**src/rtl/clock_cfg_pkg.sv**
```systemverilog
// Shared types, key codes and BCD limits for the keypad clock/alarm setting logic.
package clock_cfg_pkg;

  typedef enum logic [3:0] {
    IDLE   = 4'd0,
    T_H1   = 4'd1,
    T_H0   = 4'd2,
    T_M1   = 4'd3,
    T_M0   = 4'd4,
    A_SLOT = 4'd5,
    A_H1   = 4'd6,
    A_H0   = 4'd7,
    A_M1   = 4'd8,
    A_M0   = 4'd9,
    C_SLOT = 4'd10
  } state_e;

  typedef enum logic [1:0] {
    FLD_H1 = 2'd0,
    FLD_H0 = 2'd1,
    FLD_M1 = 2'd2,
    FLD_M0 = 2'd3
  } field_e;

  localparam logic [3:0] KEY_A = 4'hA;
  localparam logic [3:0] KEY_B = 4'hB;
  localparam logic [3:0] KEY_C = 4'hC;
  localparam logic [3:0] KEY_D = 4'hD;
  localparam logic [3:0] KEY_E = 4'hE;
  localparam logic [3:0] KEY_F = 4'hF;

  localparam logic [3:0] DIGIT_MAX            = 4'd9;
  localparam logic [3:0] HOUR_TENS_MAX        = 4'd2;
  localparam logic [3:0] HOUR_UNITS_MAX_AT_20 = 4'd3;
  localparam logic [3:0] MIN_TENS_MAX         = 4'd5;

  // Range check of one BCD time digit; hour units depend on the staged hour tens.
  function automatic logic bcd_digit_ok(input field_e field, input logic [3:0] digit,
                                        input logic [3:0] staged_h1);
    logic ok;
    case (field)
      FLD_H1:  ok = (digit <= HOUR_TENS_MAX);
      FLD_H0:  ok = (staged_h1 == HOUR_TENS_MAX) ? (digit <= HOUR_UNITS_MAX_AT_20)
                                                 : (digit <= DIGIT_MAX);
      FLD_M1:  ok = (digit <= MIN_TENS_MAX);
      default: ok = (digit <= DIGIT_MAX);
    endcase
    return ok;
  endfunction

endpackage

```
**src/rtl/entry_timeout.sv**
```systemverilog
// Inactivity counter for entry sequences: reloads to zero, counts while running,
// flags expiry combinationally on the last count when not being reloaded.
module entry_timeout #(
  parameter int unsigned TIMEOUT_CYCLES = 10000000
) (
  input  logic clk,
  input  logic rst,
  input  logic load_i,
  input  logic run_i,
  output logic expire_c_o
);

  localparam int unsigned CNT_W = $clog2(TIMEOUT_CYCLES);
  localparam logic [CNT_W-1:0] CNT_LAST = CNT_W'(TIMEOUT_CYCLES - 1);

  logic [CNT_W-1:0] count_q, count_d;

  always_ff @(posedge clk) begin
    if (rst) count_q <= '0;
    else     count_q <= count_d;
  end

  // Saturates at the last count so a missed expiry can never wrap around.
  always_comb begin
    count_d = count_q;
    if (load_i)                          count_d = '0;
    else if (run_i && count_q != CNT_LAST) count_d = count_q + CNT_W'(1);
  end

  assign expire_c_o = run_i && !load_i && (count_q == CNT_LAST);

endmodule

```
**src/rtl/clock_setting_fsm.sv**
```systemverilog
// Keypad configuration controller: staged time entry, N alarm slots, cancel,
// BCD validation and inactivity timeout.
module clock_setting_fsm
  import clock_cfg_pkg::*;
#(
  parameter int unsigned N_ALARMS       = 4,
  parameter int unsigned TIMEOUT_CYCLES = 10000000,
  parameter bit          TICK_EN_RST    = 1'b1
) (
  input  logic                  clk,
  input  logic                  rst,
  input  logic                  key_valid,
  input  logic [3:0]            key_value,
  output logic                  time_load,
  output logic [7:0]            new_hour,
  output logic [7:0]            new_minute,
  output logic [8*N_ALARMS-1:0] alarm_hour,
  output logic [8*N_ALARMS-1:0] alarm_minute,
  output logic [N_ALARMS-1:0]   alarm_en,
  output logic                  tick_en,
  output logic                  entry_error,
  output logic [3:0]            state
);

  localparam int unsigned AW = 8 * N_ALARMS;

  state_e            state_q, state_d;
  logic [3:0]        h1_q, h1_d, h0_q, h0_d, m1_q, m1_d, slot_q, slot_d;
  logic [7:0]        new_hour_q, new_hour_d, new_minute_q, new_minute_d;
  logic [AW-1:0]     alarm_hour_q, alarm_hour_d, alarm_minute_q, alarm_minute_d;
  logic [N_ALARMS-1:0] alarm_en_q, alarm_en_d;
  logic              tick_en_q, tick_en_d;
  logic              time_load_q, time_load_d;
  logic              entry_error_q, entry_error_d;

  logic   timeout_c, tmo_load_c, tmo_run_c;
  logic   digit_c, digit_ok_c, slot_ok_c, clear_stage_c;
  field_e field_c;

  assign tmo_load_c = key_valid || (state_q == IDLE);
  assign tmo_run_c  = (state_q != IDLE);

  entry_timeout #(
    .TIMEOUT_CYCLES(TIMEOUT_CYCLES)
  ) u_timeout (
    .clk       (clk),
    .rst       (rst),
    .load_i    (tmo_load_c),
    .run_i     (tmo_run_c),
    .expire_c_o(timeout_c)
  );

  always_ff @(posedge clk) begin
    if (rst) begin
      state_q        <= IDLE;
      h1_q           <= '0;
      h0_q           <= '0;
      m1_q           <= '0;
      slot_q         <= '0;
      new_hour_q     <= '0;
      new_minute_q   <= '0;
      alarm_hour_q   <= '0;
      alarm_minute_q <= '0;
      alarm_en_q     <= '0;
      tick_en_q      <= TICK_EN_RST;
      time_load_q    <= 1'b0;
      entry_error_q  <= 1'b0;
    end else begin
      state_q        <= state_d;
      h1_q           <= h1_d;
      h0_q           <= h0_d;
      m1_q           <= m1_d;
      slot_q         <= slot_d;
      new_hour_q     <= new_hour_d;
      new_minute_q   <= new_minute_d;
      alarm_hour_q   <= alarm_hour_d;
      alarm_minute_q <= alarm_minute_d;
      alarm_en_q     <= alarm_en_d;
      tick_en_q      <= tick_en_d;
      time_load_q    <= time_load_d;
      entry_error_q  <= entry_error_d;
    end
  end

  always_comb begin
    state_d        = state_q;
    h1_d           = h1_q;
    h0_d           = h0_q;
    m1_d           = m1_q;
    slot_d         = slot_q;
    new_hour_d     = new_hour_q;
    new_minute_d   = new_minute_q;
    alarm_hour_d   = alarm_hour_q;
    alarm_minute_d = alarm_minute_q;
    alarm_en_d     = alarm_en_q;
    tick_en_d      = tick_en_q;
    time_load_d    = 1'b0;
    entry_error_d  = 1'b0;
    clear_stage_c  = 1'b0;

    digit_c   = (key_value <= DIGIT_MAX);
    slot_ok_c = digit_c && (32'(key_value) < N_ALARMS);
    case (state_q)
      T_H0, A_H0: field_c = FLD_H0;
      T_M1, A_M1: field_c = FLD_M1;
      T_M0, A_M0: field_c = FLD_M0;
      default:    field_c = FLD_H1;
    endcase
    digit_ok_c = digit_c && bcd_digit_ok(field_c, key_value, h1_q);

    if (key_valid) begin
      if (state_q == IDLE) begin
        case (key_value)
          KEY_A:        state_d = T_H1;
          KEY_B:        state_d = A_SLOT;
          KEY_C:        state_d = C_SLOT;
          KEY_D:        tick_en_d = ~tick_en_q;
          KEY_E, KEY_F: state_d = IDLE;
          default:      state_d = IDLE;
        endcase
      end else if (key_value == KEY_E) begin
        state_d       = IDLE;
        clear_stage_c = 1'b1;
      end else begin
        // Assume rejection; each accepting branch clears the error below.
        entry_error_d = 1'b1;
        case (state_q)
          A_SLOT: if (slot_ok_c) begin
            slot_d        = key_value;
            state_d       = A_H1;
            entry_error_d = 1'b0;
          end
          C_SLOT: if (slot_ok_c) begin
            for (int unsigned i = 0; i < N_ALARMS; i++)
              if (4'(i) == key_value) alarm_en_d[i] = 1'b0;
            state_d       = IDLE;
            clear_stage_c = 1'b1;
            entry_error_d = 1'b0;
          end
          T_H1, A_H1: if (digit_ok_c) begin
            h1_d          = key_value;
            state_d       = (state_q == T_H1) ? T_H0 : A_H0;
            entry_error_d = 1'b0;
          end
          T_H0, A_H0: if (digit_ok_c) begin
            h0_d          = key_value;
            state_d       = (state_q == T_H0) ? T_M1 : A_M1;
            entry_error_d = 1'b0;
          end
          T_M1, A_M1: if (digit_ok_c) begin
            m1_d          = key_value;
            state_d       = (state_q == T_M1) ? T_M0 : A_M0;
            entry_error_d = 1'b0;
          end
          T_M0: if (digit_ok_c) begin
            new_hour_d    = {h1_q, h0_q};
            new_minute_d  = {m1_q, key_value};
            time_load_d   = 1'b1;
            state_d       = IDLE;
            clear_stage_c = 1'b1;
            entry_error_d = 1'b0;
          end
          A_M0: if (digit_ok_c) begin
            for (int unsigned i = 0; i < N_ALARMS; i++) begin
              if (4'(i) == slot_q) begin
                alarm_hour_d[8*i +: 8]   = {h1_q, h0_q};
                alarm_minute_d[8*i +: 8] = {m1_q, key_value};
                alarm_en_d[i]            = 1'b1;
              end
            end
            state_d       = IDLE;
            clear_stage_c = 1'b1;
            entry_error_d = 1'b0;
          end
          default: entry_error_d = 1'b0;
        endcase
      end
    end else if (timeout_c) begin
      state_d       = IDLE;
      clear_stage_c = 1'b1;
    end

    if (clear_stage_c) begin
      h1_d   = '0;
      h0_d   = '0;
      m1_d   = '0;
      slot_d = '0;
    end
  end

  assign time_load    = time_load_q;
  assign new_hour     = new_hour_q;
  assign new_minute   = new_minute_q;
  assign alarm_hour   = alarm_hour_q;
  assign alarm_minute = alarm_minute_q;
  assign alarm_en     = alarm_en_q;
  assign tick_en      = tick_en_q;
  assign entry_error  = entry_error_q;
  assign state        = state_q;

endmodule

```
**config.mk**
```make
export PLATFORM = sky130hd
export DESIGN_NAME = clock_setting_fsm
export DESIGN_NICKNAME = d
export VERILOG_FILES = /design/src/rtl/clock_cfg_pkg.sv /design/src/rtl/entry_timeout.sv /design/src/rtl/clock_setting_fsm.sv
export SDC_FILE = /design/constraint.sdc
export NUM_CORES = 1
export LEC_CHECK = 0
export BUFFER_PORTS_ARGS = -buffer_cell sky130_fd_sc_hd__buf_2
export CORE_UTILIZATION = 43
export CTS_CLUSTER_SIZE = 8
export DETAILED_ROUTE_END_ITERATION = 16
export PLACE_DENSITY = 0.64
export SETUP_SLACK_MARGIN = 0.3
export SYNTH_ARGS = -nofsm -noshare
export SYNTH_HDL_FRONTEND = slang
export SYNTH_SLANG_ARGS = --single-unit
```
**constraint.sdc**
```tcl
create_clock -name clk -period 6.36 [get_ports clk]
set_input_delay 1.272 -clock clk [delete_from_list [all_inputs] [get_ports clk]]
set_output_delay 1.272 -clock clk [all_outputs]
set_load 0.02 [all_outputs]
```
; ---- After elaboration in Yosys (flattened, before gate mapping)
; Index checks and enable logic that the tools add are counted.
[classes]
n_mul = 0
n_reduce_logical = 39
n_mux = 39
magnitude_cmp = 5
eq_ne = 44
addsub = 1
n_shift = 0
bitwise_logic = 5
div_mod_pow = 0
[op_table]
columns = cell, count
row1 = two-way mux 4 bit, 14
row2 = "== test 4 bit, second input constant", 8
row3 = AND reduction 8 bit, 4
row4 = "inequality test 5 bit, second input constant", 5
row5 = AND reduction 5 bit, 5
row6 = "adder 24 x 1 -> 24 bit, second input constant", 1
row7 = "== test 24 bit, second input constant", 1
row8 = "inequality test 24 bit, second input constant", 1
row9 = case mux 4 bit (6 select lines), 1
row10 = AND reduction 6 bit, 4
row11 = "inequality test 2 bit, second input constant", 10
row12 = two-way mux 1 bit, 17
row13 = "== test 2 x 4 -> 1 bit, first input constant", 4
row14 = "== test 4 x 3 -> 1 bit, second input constant", 4
row15 = case mux 4 bit (4 select lines), 1
row16 = OR reduction 2 bit, 7
row17 = "== test 4 x 2 -> 1 bit, second input constant", 3
row18 = logical NOT 4 bit, 3
row19 = "inequality test 9 x 2 -> 1 bit, second input constant", 1
row20 = AND reduction 9 bit, 1
row21 = "== test 1 x 4 -> 1 bit, first input constant", 2
row22 = "less-or-equal comparator 4 x 2 -> 1 bit, second input constant", 2
row23 = case mux 4 bit (2 select lines), 1
row24 = OR reduction 8 bit, 1
row25 = other kinds (22), 32
[totals]
latchBits = 0
wordCells = 156
ramBits = 0
memories = 0
reg_bits = 131
rom_bits = 0
inputBits = 7

; ---- Longest topological paths before layout
; Gate-level depths: netlist of run 1.
[logic_depth]
word_depth = 12
depth_mapped = 10
mapped_depth_nobuf = 7

; ---- By module
; Synthesis of run 1 repeated with hierarchy kept, for this count alone.
[unflattened]
hier_cells = 643
area_unflattened_um2 = 5901.9
[modules_own_cells]
columns = mod, n_inst, cells_per_inst, area_per_inst_um2
row1 = clock_setting_fsm, 1, 487, 4601.9
row2 = entry_timeout, 1, 156, 1300.0

; ---- Worst setup path before layout of run 1
; No wires, ideal clock.
[synth_timing]
path_kind = input to register
startpoint = in key_value[1]
endpoint = reg alarm_hour_q[0] (netlist: alarm_hour[0])
cell_stages = 9
setup_time_ps = 128
arrival_time_ps = 3024
path_slack_ps = 3208
required_ps = 6232
path_cell_list = clkbuf_1 -> o21ai_0 -> and2_1 -> a32o_1 -> o211ai_1 -> buf_2 -> buf_4 -> mux2i_1 -> nor2_1
[synth_between]
elab_chain_len = 5
word_cells_on_any_way = 10
classes_between = order compare: 4 / eq/ne: 1 / mux: 2 / bitwise: 1 / reduce/logical: 2
[synth_lines]
columns = item, line_no
row1 = start: declaration, clock_setting_fsm.sv:13  ; input logic [3:0] key_value,
row2 = less-or-equal comparator 4 bit / less-or-equal comparator 4 x 2 -> 1 bit (equally long branches), --
row3 = two-way mux 1 bit, clock_cfg_pkg.sv:43  ; FLD_H0: ok = (staged_h1 == HOUR_TENS_MAX) ? (digit <= HOUR_UNITS_MAX_AT_20)
row4 = case mux 1 bit (3 select lines), clock_cfg_pkg.sv:41  ; case (field)
row5 = logical AND 1 bit, clock_setting_fsm.sv:109  ; digit_ok_c = digit_c && bcd_digit_ok(field_c, key_value, h1_q);
row6 = AND reduction 6 bit (no line) (*), --
row7 = end signal: assignment, clock_setting_fsm.sv:76  ; alarm_hour_q <= alarm_hour_d;
row8 = end: declaration, clock_setting_fsm.sv:30  ; logic [AW-1:0] alarm_hour_q, alarm_hour_d, alarm_minute_q, alarm_minute_d;
; Every way passes the cells marked *; elsewhere a longest branch is shown, timed or not.
; A chain may end at the register's enable or synchronous reset.

; ---- Worst setup path after layout of run 1
[layout_timing]
startpoint = in key_value[1]
endpoint = reg alarm_hour_q[31] (netlist: alarm_hour[31])
; The elaborated chain is that of the path after synthesis.

==> flow_metrics.env, run 1 <==
export IMPL_outcome="finished, final reports clean"
export IMPL_placementRows=41
export IMPL_slew_headroom_pct=11.3
export IMPL_postSynth_asyncResetShare_pct=0
export IMPL_ys_warnings_count=0
export IMPL_tritoncts_num_buffers=17
export IMPL_globalRoute_totalOverflow=0
export IMPL_grt_first_pass_wirelength_um=22200
export IMPL_grt_met2_usage_pct=30.4
export IMPL_floorplan_initialDensity_pct=44.7
export IMPL_number_of_different_library_cells_in_the_post_synthesis_netlist=64
export IMPL_commonest_non_fill_non_tap_cells_in_the_layout="131 x sky130_fd_sc_hd__dfxtp_1, 111 x sky130_fd_sc_hd__nor2_1, 97 x sky130_fd_sc_hd__buf_2"
export IMPL_global_route_usage_met3_pct=5.64
export IMPL_layout_worst_path_cycle_share_pct=55.0
export IMPL_vdd_drop_max_mv=0.184
export IMPL_gpl_final_weighted_congestion=0.896
export IMPL_postCtsSetupRepairBufs=0
export IMPL_dp_final_hpwl_um=9010
export IMPL_worst_hold_path_type="reg -> reg"
export IMPL_post_place_cells=841
export IMPL_design_die_area_um2=13800
export IMPL_report_final_hold_viol_count=0
export IMPL_kind_of_end_point_of_the_critical_path="flop"
export IMPL_cp_slowest_cell="sky130_fd_sc_hd__o21ai_2"
export IMPL_synth_enable_flop_cells=0
export IMPL_report_final_slew_viol_count=0
export IMPL_cts_hold_fix_buffers=0
export IMPL_postRouteWirelength_um=13600
export IMPL_path_clk_slew_ns=0.06
export IMPL_cts_sinks=131
export IMPL_drt_initial_drc_count=271
export IMPL_drt_pass_1_iters=4
export IMPL_critical_path_startpoint="key_value[1]"
export IMPL_power_leakage_nw=3.14
export IMPL_setup_viol_count_final=0
export IMPL_path_buf_inv=1
export IMPL_top_usage_layer="met2"
export IMPL_rsz0062_at_grt="false"
export IMPL_io_pins=98
export IMPL_stage_delay_of_the_slowest_cell_on_the_critical_path_ns=1.05
export IMPL_drtAntennaViolNets=0
export IMPL_portBuffers=97
export IMPL_synth_cells=611
export IMPL_synthesis_to_finish_area_growth_pct=18.1
export IMPL_path_class="in -> reg"
export IMPL_synth_main_ff_cell="sky130_fd_sc_hd__dfxtp_1"
export IMPL_path_cells="buf_2 -> o21ai_0 -> and2_1 -> a32o_1 -> o21ai_2 -> mux2i_1 -> nor2_1"
export IMPL_detail_route_wl_per_cell_um=15.6
export IMPL_via_count=4622
export IMPL_tightestPinTransition_ns=1.33
export IMPL_fraction_of_final_layout_cells_sized_beyond_drive_strength_1_pct=22.5
export IMPL_most_common_library_cell_in_the_layout_ignoring_fill_and_taps="sky130_fd_sc_hd__dfxtp_1"
export IMPL_worstSkewPairLatency_ns=0.42
export IMPL_cts_htree_levels=4
export IMPL_die_w_um=117
export IMPL_maximum_number_of_pins_on_one_net_before_global_route_repair=98
export IMPL_syn_avg_cell_area_um2=9.38
export IMPL_clock_tree_root="sky130_fd_sc_hd__clkbuf_16"
export IMPL_mappedNetlistNets=619
export IMPL_cts_tree="yes"
export IMPL_max_cap_viol_count=0
export IMPL_ys_seq_elements=131
export IMPL_min_from="slot_q[3]"
export IMPL_route_detailed_drc=0
export IMPL_proportion_of_synthesized_chip_area_in_sequential_cells_pct=45.8
export IMPL_post_synth_instance_area_um2=5730
export IMPL_final_setup_skew_ns=0.00646
export IMPL_setup_worst_path_start_class="input pin"
export IMPL_power_per_cell_area_nw_per_um2=264
export IMPL_post_place_ws_ns=2.42
export IMPL_tns_ns=0
export IMPL_fin_cells=873
export IMPL_diodes=0
export IMPL_crit_family="compound AO/OA/AOI/OAI gates"
export IMPL_grt_pass1_vias=4173
export IMPL_die_height_um=117
export IMPL_setup_ws_ns=2.86
export IMPL_clockBufferDepth=2
export IMPL_rr_startpoint="state[0]"
export IMPL_drt_vias_per_instance=5.29
export IMPL_fmax_mhz=286
export IMPL_placeableCoreArea_um2=12800
export IMPL_grt_antenna_before_repair=0
export IMPL_grt_usage_pct=20.4
export IMPL_worst_ep_required_time_ns=6.62
export IMPL_nets=696
export IMPL_cp_arrival_ns=3.76
export IMPL_path_max_fanout=17
export IMPL_use_met1_pct=27.9
export IMPL_final_period_minus_worst_setup_slack_ns=3.50
export IMPL_cts_resized=0
==> cell type report <==
cell class,count,area (µm²)
inverters,11,41.3
clock inverters,12,100
clock buffers,20,457
flip-flops and latches,131,2620
multi-input cells,427,2820
well taps,172,215
fillers,1172,6060
repair buffers,100,508
==> stage by stage <==
| step | utilization (%) | hold slack (ns) | area, µm² | power, mW |
|---|---|---|---|---|
| 2_1_floorplan | - | 0.421 | 5730 | 0.887 |
| 5_1_grt | 52.8 | 0.475 | 6770 | 1.85 |
| 3_5_place_dp | 48.4 | 0.441 | 6210 | 0.898 |
| 3_3_place_gp | 48.4 | 0.437 | 6210 | 0.897 |
| 6_report | 52.8 | 0.455 | 6770 | 1.79 |
| 4_1_cts | 52.8 | 0.462 | 6770 | 1.80 |
==> state kept, by name (all words and copies together), names as in the netlist, 8 cells and up <==
| signal | flops |
|---|---|
| alarm_hour | 32 |
| alarm_minute | 32 |
| new_hour | 8 |
| new_minute | 8 |
| u_timeout.count_q | 24 |
==> kinds of logic after synthesis <==
group	count (synthesis)	share of synthesized area, %
mux	93	16.4
fa+ha+maj	1	0.218
compound gates	68	7.66
simple gates	250	22.5
flops	131	45.8
xor+xnor	15	2.29
buf+inv	53	5.15
==> where the power goes <==
part           total [mW]  switching [mW]  internal (mW)
sequential          0.825         0.00340          0.821
clock               0.907           0.381          0.526
combinational      0.0556          0.0402         0.0154
==> worst reg2reg max path: stages, from the launching register on <==
cell	delay, ns
sky130_fd_sc_hd__dfxtp_1	0.85
sky130_fd_sc_hd__or4_1	0.52
sky130_fd_sc_hd__nand3_2	0.30
sky130_fd_sc_hd__or4_1	0.51
sky130_fd_sc_hd__o21ba_2	0.70
sky130_fd_sc_hd__mux2i_1	0.30
sky130_fd_sc_hd__nor2_1	0.05
==> layer usage <==
metal	routed length, µm	up-vias
li1	-	2283
met5	0	-
met3	770	12
met4	121	0
met1	6550	2190
met2	6140	137
==> worst paths after layout <==
check                         to  slack (ns)  cells after the start
setup / recovery  alarm_hour[31]        2.86                      7
hold / removal         slot_q[3]        0.45                      1
setup reg to reg     new_hour[5]        2.99                      6
hold reg to reg        slot_q[3]        0.45                      1
==> synthesized netlist by cell type, types with 4 or more instances <==
master / instances / share of area (%)
sky130_fd_sc_hd__nor4_1: 5 / 0.55
sky130_fd_sc_hd__nand4_1: 8 / 0.87
sky130_fd_sc_hd__nor3_1: 12 / 1.0
sky130_fd_sc_hd__nor2b_1: 5 / 0.55
sky130_fd_sc_hd__nand2_1: 28 / 1.8
sky130_fd_sc_hd__o31ai_1: 4 / 0.52
sky130_fd_sc_hd__and3_1: 4 / 0.44
sky130_fd_sc_hd__xnor2_1: 4 / 0.61
sky130_fd_sc_hd__and2_1: 5 / 0.55
sky130_fd_sc_hd__nand3_1: 19 / 1.7
sky130_fd_sc_hd__inv_1: 11 / 0.72
sky130_fd_sc_hd__or4_1: 6 / 0.79
sky130_fd_sc_hd__clkbuf_8: 4 / 0.96
sky130_fd_sc_hd__nor2_1: 111 / 7.3
sky130_fd_sc_hd__nand2b_1: 9 / 0.98
sky130_fd_sc_hd__buf_4: 6 / 0.79
sky130_fd_sc_hd__buf_2: 8 / 0.70
sky130_fd_sc_hd__dfxtp_1: 131 / 46
sky130_fd_sc_hd__nor4b_1: 5 / 0.76
sky130_fd_sc_hd__xor2_1: 11 / 1.7
sky130_fd_sc_hd__or3_1: 9 / 0.98
sky130_fd_sc_hd__o21ai_0: 22 / 1.9
sky130_fd_sc_hd__mux2i_1: 91 / 16
sky130_fd_sc_hd__clkbuf_1: 20 / 1.3
sky130_fd_sc_hd__a21oi_1: 24 / 2.1
(Power assumes the default switching activity.)
==> run 2: changes to the inputs <==
==> constraint.sdc (replaced) <==
create_clock -name clk -period 3.6 [get_ports clk]
set_input_delay 0.72 -clock clk [delete_from_list [all_inputs] [get_ports clk]]
set_output_delay 0.72 -clock clk [all_outputs]
set_load 0.02 [all_outputs]
==> run 2 against run 1 <==
  * Power up 85%
  * Clock skew increased by 0.0034 ns
  * Hold slack improved by 0.021 ns
  * Largest cell class unchanged
==> flow_metrics.env, run 2 (same netlist as run 1, synthesis figures left out) <==
export IMPL_most_common_library_cell_in_the_layout_ignoring_fill_and_taps="sky130_fd_sc_hd__dfxtp_1"
export IMPL_path_clk_slew_ns=0.06
export IMPL_placed_cell_area_um2=6270
export IMPL_cp_arrival_ns=3.25
export IMPL_die_w_um=117
export IMPL_floorplan_initialDensity_pct=44.7
export IMPL_diodes=0
export IMPL_max_cap_viol_count=0
export IMPL_share_of_total_power_in_the_clock_network_pct=52.9
export IMPL_design_die_area_um2=13800
export IMPL_nets=704
export IMPL_worst_ep_required_time_ns=3.86
export IMPL_power_net_switching_mw=0.717
export IMPL_tritoncts_num_buffers=17
export IMPL_clock_tree_root="sky130_fd_sc_hd__clkbuf_16"
export IMPL_drt_initial_drc_count=389
export IMPL_dp_final_hpwl_um=9580
export IMPL_final_period_minus_worst_setup_slack_ns=2.99
export IMPL_cts_sinks=131
export IMPL_postRouteWirelength_um=14100
export IMPL_kind_of_end_point_of_the_critical_path="flop"
export IMPL_placeableCoreArea_um2=12800
export IMPL_power_per_cell_area_nw_per_um2=482
export IMPL_grt_first_pass_wirelength_um=23400
export IMPL_route_detailed_drc=0
export IMPL_tns_ns=0
export IMPL_final_hold_worst_slack_ns=0.476
export IMPL_die_height_um=117
export IMPL_fin_cells=881
export IMPL_io_pins=98
export IMPL_postCtsSetupRepairBufs=0
export IMPL_reg2regPathDepth=6
export IMPL_detail_route_wl_per_cell_um=16.0
export IMPL_post_place_ws_ns=0.530
export IMPL_maximum_number_of_pins_on_one_net_before_global_route_repair=96
export IMPL_post_place_cells=849
export IMPL_globalRoute_totalOverflow=0
export IMPL_fraction_of_final_layout_cells_sized_beyond_drive_strength_1_pct=23.3
export IMPL_setup_ws_ns=0.608
export IMPL_portBuffers=97
export IMPL_internal_power_mw=2.59
export IMPL_rsz0062_at_grt="false"
export IMPL_comb_power_share_pct=3.1
export IMPL_worstHoldPathCells=1
export IMPL_tightestPinTransition_ns=0.948
export IMPL_share_seq_of_total_power_pct=44.0
export IMPL_path_max_fanout=16
export IMPL_grt_pass1_vias=4523
export IMPL_layout_worst_path_cycle_share_pct=83.1
export IMPL_postLayoutCoreUtil_pct=53.6
export IMPL_drt_pass_1_iters=7
export IMPL_outcome="finished, final reports clean"
export IMPL_gpl_final_weighted_congestion=0.928
export IMPL_grt_usage_pct=21.1
export IMPL_slew_headroom_pct=36.8
export IMPL_vdd_drop_max_mv=0.321
export IMPL_drt_vias_per_instance=5.40
export IMPL_drtAntennaViolNets=0
export IMPL_grt_antenna_before_repair=0
export IMPL_via_count=4758
export IMPL_commonest_non_fill_non_tap_cells_in_the_layout="130 x sky130_fd_sc_hd__dfxtp_1, 111 x sky130_fd_sc_hd__nor2_1, 97 x sky130_fd_sc_hd__buf_2"
export IMPL_fmax_mhz=334
export IMPL_worst_hold_path_type="reg -> reg"
export IMPL_cts_htree_levels=4
export IMPL_netSwitchingFraction_pct=21.7
export IMPL_path_class="reg -> reg"
export IMPL_report_final_slew_viol_count=0
export IMPL_report_final_hold_viol_count=0
export IMPL_worstSkewPairLatency_ns=0.42
export IMPL_cts_tree="yes"
export IMPL_post_layout_total_power_mw=3.31
export IMPL_synthesis_to_finish_area_growth_pct=20.0
export IMPL_clockBufferDepth=2
export IMPL_power_leakage_nw=3.21
export IMPL_setup_worst_path_start_class="flop"
export IMPL_final_setup_skew_ns=0.00988
export IMPL_placementRows=41
export IMPL_setup_viol_count_final=0
export IMPL_finalInstanceArea_um2=6870
run 2: cell count changes in the layout (fill, tap and decap cells not counted), sizes merged:
cell / before / now
buf: 100 / 108
clkinv: 3 / 4
inv: 15 / 14
clkbuf: 20 / 21
bufinv: 0 / 3
clkinvlp: 5 / 1
run 2: final timing paths:
check,start,end,slack [ns]
max,state[3],new_hour[0],0.61
min,slot_q[3],slot_q[3],0.48
max reg2reg,state[3],new_hour[0],0.61
min reg2reg,slot_q[3],slot_q[3],0.48
run 2: critical path: stages (launching register included):
cell	delay, ns
sky130_fd_sc_hd__dfxtp_1	0.62
sky130_fd_sc_hd__or4_1	0.43
sky130_fd_sc_hd__nand3_2	0.27
sky130_fd_sc_hd__or4_1	0.48
sky130_fd_sc_hd__o21ba_2	0.63
sky130_fd_sc_hd__mux2i_1	0.32
sky130_fd_sc_hd__nor2_1	0.07
run 2: what timing repair did:
action | CTS | global route
resized for setup | 0 | 1
hold buffers | 0 | 0
setup endpoints to repair | 0 | 1
run 2: final cells by class:
cell class                      instances  area, µm²
Inverter                               11       41.3
Fill cell                            1210       5950
Tap cell                              172        215
Multi-Input combinational cell        427       2820
Sequential cell                       131       2620
Clock inverter                         11        151
Timing Repair Buffer                  108        568
Clock buffer                           21        450
run 2: power by group through the flow:
stage	Clock [mW]	Combinational, mW	Sequential [mW]
after global placement	0	0.102	1.49
final	1.75	0.104	1.46
after CTS	1.78	0.103	1.46
after detailed placement	0	0.103	1.49
after global routing	1.85	0.113	1.45
after floorplan	0	0.0804	1.49
run 2: per-layer routing:
metal	vias up	routed length, µm	part of all wire (%)	track usage [%]
met3	13	847	6.0	5.06
met5	-	0	0	0
li1	2302	-	-	-
met2	152	6430	45	32.9
met4	0	162	1.1	7.31
met1	2291	6700	47	28.4
